`src/rtl/sha256_msg_schedule.sv`:
```
// SHA-256 message schedule: loads the 16 words of one block, then emits W0..W63
// from a 16-word sliding window that computes each new word as the window shifts.
module sha256_msg_schedule #(
  parameter int WORD_W     = 32,
  parameter int NUM_ROUNDS = 64
) (
  input  logic              clk,
  input  logic              rst_n,
  input  logic              in_valid,
  output logic              in_ready,
  input  logic [WORD_W-1:0] in_word,
  output logic              out_valid,
  input  logic              out_ready,
  output logic [WORD_W-1:0] out_word,
  output logic [5:0]        out_round,
  output logic              out_last,
  output logic              busy
);

  localparam logic [0:0] LOAD = 1'b0;
  localparam logic [0:0] EMIT = 1'b1;

  logic [0:0]        state;
  logic [3:0]        load_cnt;
  logic [5:0]        round;
  logic [WORD_W-1:0] w [16];

  logic              in_hs;
  logic              out_hs;
  logic              shift_en;
  logic              last_round;
  logic [WORD_W-1:0] sched_word;
  logic [WORD_W-1:0] new_word;

  function automatic logic [31:0] ssig0(input logic [31:0] x);
    ssig0 = {x[6:0], x[31:7]} ^ {x[17:0], x[31:18]} ^ {3'b000, x[31:3]};
  endfunction

  function automatic logic [31:0] ssig1(input logic [31:0] x);
    ssig1 = {x[16:0], x[31:17]} ^ {x[18:0], x[31:19]} ^ {10'b0000000000, x[31:10]};
  endfunction

  // Handshake decode and next-word selection for the shared shift path
  always_comb begin
    in_hs      = 1'b0;
    out_hs     = 1'b0;
    new_word   = in_word;
    last_round = (round == 6'(NUM_ROUNDS - 1));
    sched_word = ssig1(w[14]) + w[9] + ssig0(w[1]) + w[0];
    case (state)
      LOAD: begin
        in_hs    = in_valid;
        new_word = in_word;
      end
      EMIT: begin
        out_hs   = out_ready;
        new_word = sched_word;
      end
      default: begin
        in_hs    = 1'b0;
        out_hs   = 1'b0;
        new_word = in_word;
      end
    endcase
    shift_en = in_hs | out_hs;
  end

  // Window shift, load counter, round counter and state transitions
  always_ff @(posedge clk) begin
    if (!rst_n) begin
      state    <= LOAD;
      load_cnt <= 4'd0;
      round    <= 6'd0;
      for (int i = 0; i < 16; i++) w[i] <= '0;
    end else begin
      if (shift_en) begin
        for (int i = 0; i < 15; i++) w[i] <= w[i+1];
        w[15] <= new_word;
      end
      case (state)
        LOAD: begin
          if (in_hs) begin
            if (load_cnt == 4'd15) begin
              state    <= EMIT;
              load_cnt <= 4'd0;
              round    <= 6'd0;
            end else begin
              load_cnt <= load_cnt + 4'd1;
            end
          end
        end
        EMIT: begin
          if (out_hs) begin
            if (last_round) begin
              state    <= LOAD;
              load_cnt <= 4'd0;
              round    <= 6'd0;
            end else begin
              round <= round + 6'd1;
            end
          end
        end
        default: begin
          state    <= LOAD;
          load_cnt <= 4'd0;
          round    <= 6'd0;
        end
      endcase
    end
  end

  assign in_ready  = (state == LOAD);
  assign out_valid = (state == EMIT);
  assign busy      = (state == EMIT);
  assign out_word  = w[0];
  assign out_round = round;
  assign out_last  = (state == EMIT) && last_round;

endmodule

```
`config.mk`:
```
export PLATFORM = sky130hd
export DESIGN_NAME = sha256_msg_schedule
export DESIGN_NICKNAME = d
export VERILOG_FILES = /design/src/rtl/sha256_msg_schedule.sv
export SDC_FILE = /design/constraint.sdc
export NUM_CORES = 1
export LEC_CHECK = 0
export ABC_AREA = 1
export CAP_MARGIN = 20
export CORE_ASPECT_RATIO = 1.5
export CORE_UTILIZATION = 43
export DETAILED_ROUTE_END_ITERATION = 10
export GPL_ROUTABILITY_DRIVEN = 0
export GPL_TIMING_DRIVEN = 0
export PLACE_DENSITY = 0.66
export SYNTH_ARGS = -nofsm -noshare
export SYNTH_HDL_FRONTEND = slang
export SYNTH_SLANG_ARGS = --single-unit
```
`constraint.sdc`:
```
create_clock -name clk -period 15.63 [get_ports clk]
set_input_delay 2.3445 -clock clk [delete_from_list [all_inputs] [get_ports clk]]
set_output_delay 2.3445 -clock clk [all_outputs]
set_load 0.02 [all_outputs]
```
==> flow_metrics.env <==
export IMPL_finalNetCount=2852
export IMPL_h_tree_depth=2
export IMPL_synth_area_per_cell_um2=9.99
export IMPL_synth_adder_area_share_pct=6.40
export IMPL_postSynthNetCount=2717
export IMPL_post_synth_instance_area_um2=25800
export IMPL_finalSetupTns_ns=0
export IMPL_hold_path_startpoint="w[0][357]$_SDFFCE_PN0P_"
export IMPL_outcome="finished, final reports clean"
export IMPL_port_buffers=77
export IMPL_io_pin_count=78
export IMPL_hold_viol=0
export IMPL_die_width_um=202
export IMPL_layout_drive_gt1_share_pct=6.92
export IMPL_detail_route_wl_per_cell_um=16.0
export IMPL_vias_per_cell=4.56
export IMPL_clock_latency_ns=0.59
export IMPL_num_rows=109
export IMPL_antenna_cells=0
export IMPL_number_of_warning_messages_in_the_yosys_log=0
export IMPL_path_class="primary input to flop"
export IMPL_hold_path_class="flop to flop"
export IMPL_via_count=16100
export IMPL_drt_wl_total_um=56600
export IMPL_ff2ff_setup_slack_ns=11.26
export IMPL_min_delay_path_depth=2
export IMPL_synth_area_mux_share_pct=0
export IMPL_route_met3_wl_um=3060
export IMPL_grtUsageTotal_pct=19.0
export IMPL_dp_final_hpwl_um=44000
export IMPL_post_synth_num_cell_types=36
export IMPL_yosys_register_bits=523
export IMPL_worstPathMaxFanout=77
export IMPL_die_h_um=302
export IMPL_share_of_synthesized_cell_area_in_and_or_nand_and_nor_gates_pct=13.8
export IMPL_drt_met1_wl_um=20900
export IMPL_worst_r2r_cell_count=20
export IMPL_max_vdd_ir_drop_mv=0.0776
export IMPL_period_needed_ns=5.47
export IMPL_r2r_end="w[0][505]$_SDFFCE_PN0P_"
export IMPL_cts_resized=0
export IMPL_top_signal_layer_used="met4"
export IMPL_final_core_utilization_pct=49.5
export IMPL_cp_required_ns=15.92
export IMPL_timing_critical_path_to_type="flop"
export IMPL_max_freq_mhz=183
export IMPL_gr_total_overflow=0
export IMPL_drt_pass1_iterations=5
export IMPL_synth_xor_xnor_area_share_pct=4.51
export IMPL_cts_setup_buffers=0
export IMPL_timing_max_slew_rel_slack_pct=44.3
export IMPL_clock_skew_final_ns=0.0164
export IMPL_synth_seq_area_share_pct=60.3
export IMPL_holdBufCountCts=0
export IMPL_area_growth_pct=13.5
export IMPL_crit_path_top_delay_cell="clkbuf_1"
export IMPL_design_die_area_um2=61100
export IMPL_netlist_instances=2586
export IMPL_cts_max_path_buffers=3
export IMPL_vias_in_the_first_global_route=16100
export IMPL_crit_reg2reg_launch="w[0][40]$_SDFFCE_PN0P_"
export IMPL_root_buffer="clkbuf_16"
export IMPL_final_area_um2=29300
export IMPL_placed_area_um2=27800
export IMPL_grt_first_pass_wirelength_um=87000
export IMPL_power_per_cell_area_nw_per_um2=138
export IMPL_antenna_found_initial=0
export IMPL_maxSlewViolCount=0
export IMPL_post_route_drc_count=0
export IMPL_timing_final_setup_violations=0
export IMPL_worstSetupStartpointType="primary input"
export IMPL_timing_hold_worst_endpoint="w[0][325]$_SDFFCE_PN0P_"
export IMPL_met2WireLength_um=30400
export IMPL_leak_nw=14.0
export IMPL_cp_cell_sequence="clkdlybuf4s50_1, clkbuf_1, clkbuf_1, nand2_4, buf_16, buf_16, buf_16, buf_16"
export IMPL_cts_made_buffers=49
export IMPL_synth_top_family_by_area="simple AND/OR/NAND/NOR gates"
export IMPL_num_clock_sinks=523
export IMPL_timing_critical_path_slowest_cell_delay_ns=0.64
export IMPL_pin_count_of_the_biggest_net_entering_global_routing=82
export IMPL_timing_critical_path_arrival_ns=5.76
export IMPL_layout_worst_path_cycle_share_pct=35.0
export IMPL_first_iter_violations=1118
export IMPL_initial_utilization_pct=43.7
export IMPL_synth_compound_gate_area_share_pct=1.39
export IMPL_worst_slew_pin_transition_ns=0.835
export IMPL_ant_nets=0
export IMPL_core_area_um2=59200
export IMPL_cts_clk_slew_worst_paths_ns=0.06
export IMPL_crit_path_most_repeated_cell="buf_16"
export IMPL_maxCapViolCount=0
export IMPL_cts_tree="built"
export IMPL_grt_setup_unrepaired="false"
==> per-stage QoR <==
stage                     setup WS (ns)  hold slack, ns  power, mW  cells
after floorplan                   0.795           0.451       2.59   2586
after global placement            -4.30           0.462       2.93   3440
after detailed placement           9.48           0.487       2.90   3447
after CTS                         10.09           0.502       4.06   3536
after global routing               9.87           0.512       4.28   3536
final                             10.16           0.501       4.06   3536
==> placed cells by master, fill, tap and decap left out, types with 7 or more instances in the layout <==
| cell | n |
|---|---|
| edfxtp_1 | 512 |
| clkdlybuf4s50_1 | 77 |
| ha_1 | 33 |
| nand3_1 | 47 |
| a21oi_1 | 33 |
| nor2_1 | 411 |
| o21ai_0 | 19 |
| buf_16 | 7 |
| nor2_2 | 7 |
| nand4_1 | 7 |
| clkbuf_1 | 29 |
| nand2_1 | 390 |
| buf_4 | 33 |
| fa_1 | 62 |
| xor2_1 | 55 |
| clkinv_1 | 9 |
| xnor2_1 | 78 |
| nand2_2 | 11 |
| buf_2 | 49 |
| clkbuf_16 | 50 |
| clkinv_2 | 9 |
| dfxtp_1 | 11 |
| inv_1 | 770 |
==> state kept, by name, indices dropped and copies added, names as in the netlist <==
signal	cells
busy	1
load_cnt	4
out_round	6
w	512
==> where the power goes <==
group          switching (mW)  total (mW)  internal, mW  leakage (nW)
sequential             0.0623        1.70          1.64          5.74
combinational           0.790        1.19         0.405          7.48
clock                   0.515        1.16         0.640         0.751
total                    1.37        4.06          2.69          14.0
==> cells by family after synthesis <==
logic type,count (synthesis)
buffers and inverters,874
AND/OR/NAND/NOR,894
flip-flops,523
XOR/XNOR,133
AO/OA/AOI/OAI,67
adder cells (fa/ha/maj),95
==> per-layer routing <==
layer,vias up,global-route usage (%)
li1,7925,-
met1,7620,21.3
met2,460,36.2
met3,129,2.22
met4,0,7.97
met5,-,0
==> cells in the mapped netlist, drive strengths merged <==
cell type / instances / share of area, %
a211oi: 2 / 0.058
a21o: 2 / 0.058
a21oi: 33 / 0.64
a31oi: 1 / 0.024
and2: 1 / 0.024
and3: 4 / 0.097
buf: 83 / 2.0
clkbuf: 19 / 0.35
dfxtp: 11 / 0.85
edfxtp: 512 / 59
fa: 62 / 4.8
ha: 33 / 1.6
inv: 772 / 11
nand2: 403 / 6.0
nand3: 51 / 1.1
nand3b: 1 / 0.077
nand4: 7 / 0.17
nor2: 419 / 6.2
nor3: 8 / 0.21
o211ai: 3 / 0.087
o21ai: 24 / 0.46
o21bai: 2 / 0.058
xnor2: 78 / 2.6
xor2: 55 / 1.9
==> worst max-delay path by stage <==
| stage | start | slack [ns] | endpoint |
|---|---|---|---|
| 2_1_floorplan | rst_n | 0.79 | w[0][0]$_SDFFCE_PN0P_ |
| 3_3_place_gp | rst_n | -4.30 | w[0][132]$_SDFFCE_PN0P_ |
| 3_5_place_dp | rst_n | 9.48 | w[0][131]$_SDFFCE_PN0P_ |
| 4_1_cts | rst_n | 10.09 | w[0][165]$_SDFFCE_PN0P_ |
| 5_1_grt | rst_n | 9.87 | w[0][200]$_SDFFCE_PN0P_ |
| 6_report | rst_n | 10.16 | w[0][260]$_SDFFCE_PN0P_ |
==> layout make-up <==
cell class	count	area, um^2
Multi-Input combinational cell	1189	6760
Buffer	102	596
Clock buffer	62	1300
Sequential cell	523	15600
Timing Repair Buffer	84	963
Fill cell	5338	29900
Tap cell	777	972
Inverter	772	2900
Clock inverter	27	241
==> critical path, delay by kind of cell <==
kind	cells	cell delay, ns
buffers and inverters	7	2.77
and+or+nand+nor	1	0.50
Power figures use the tool's default switching activity.
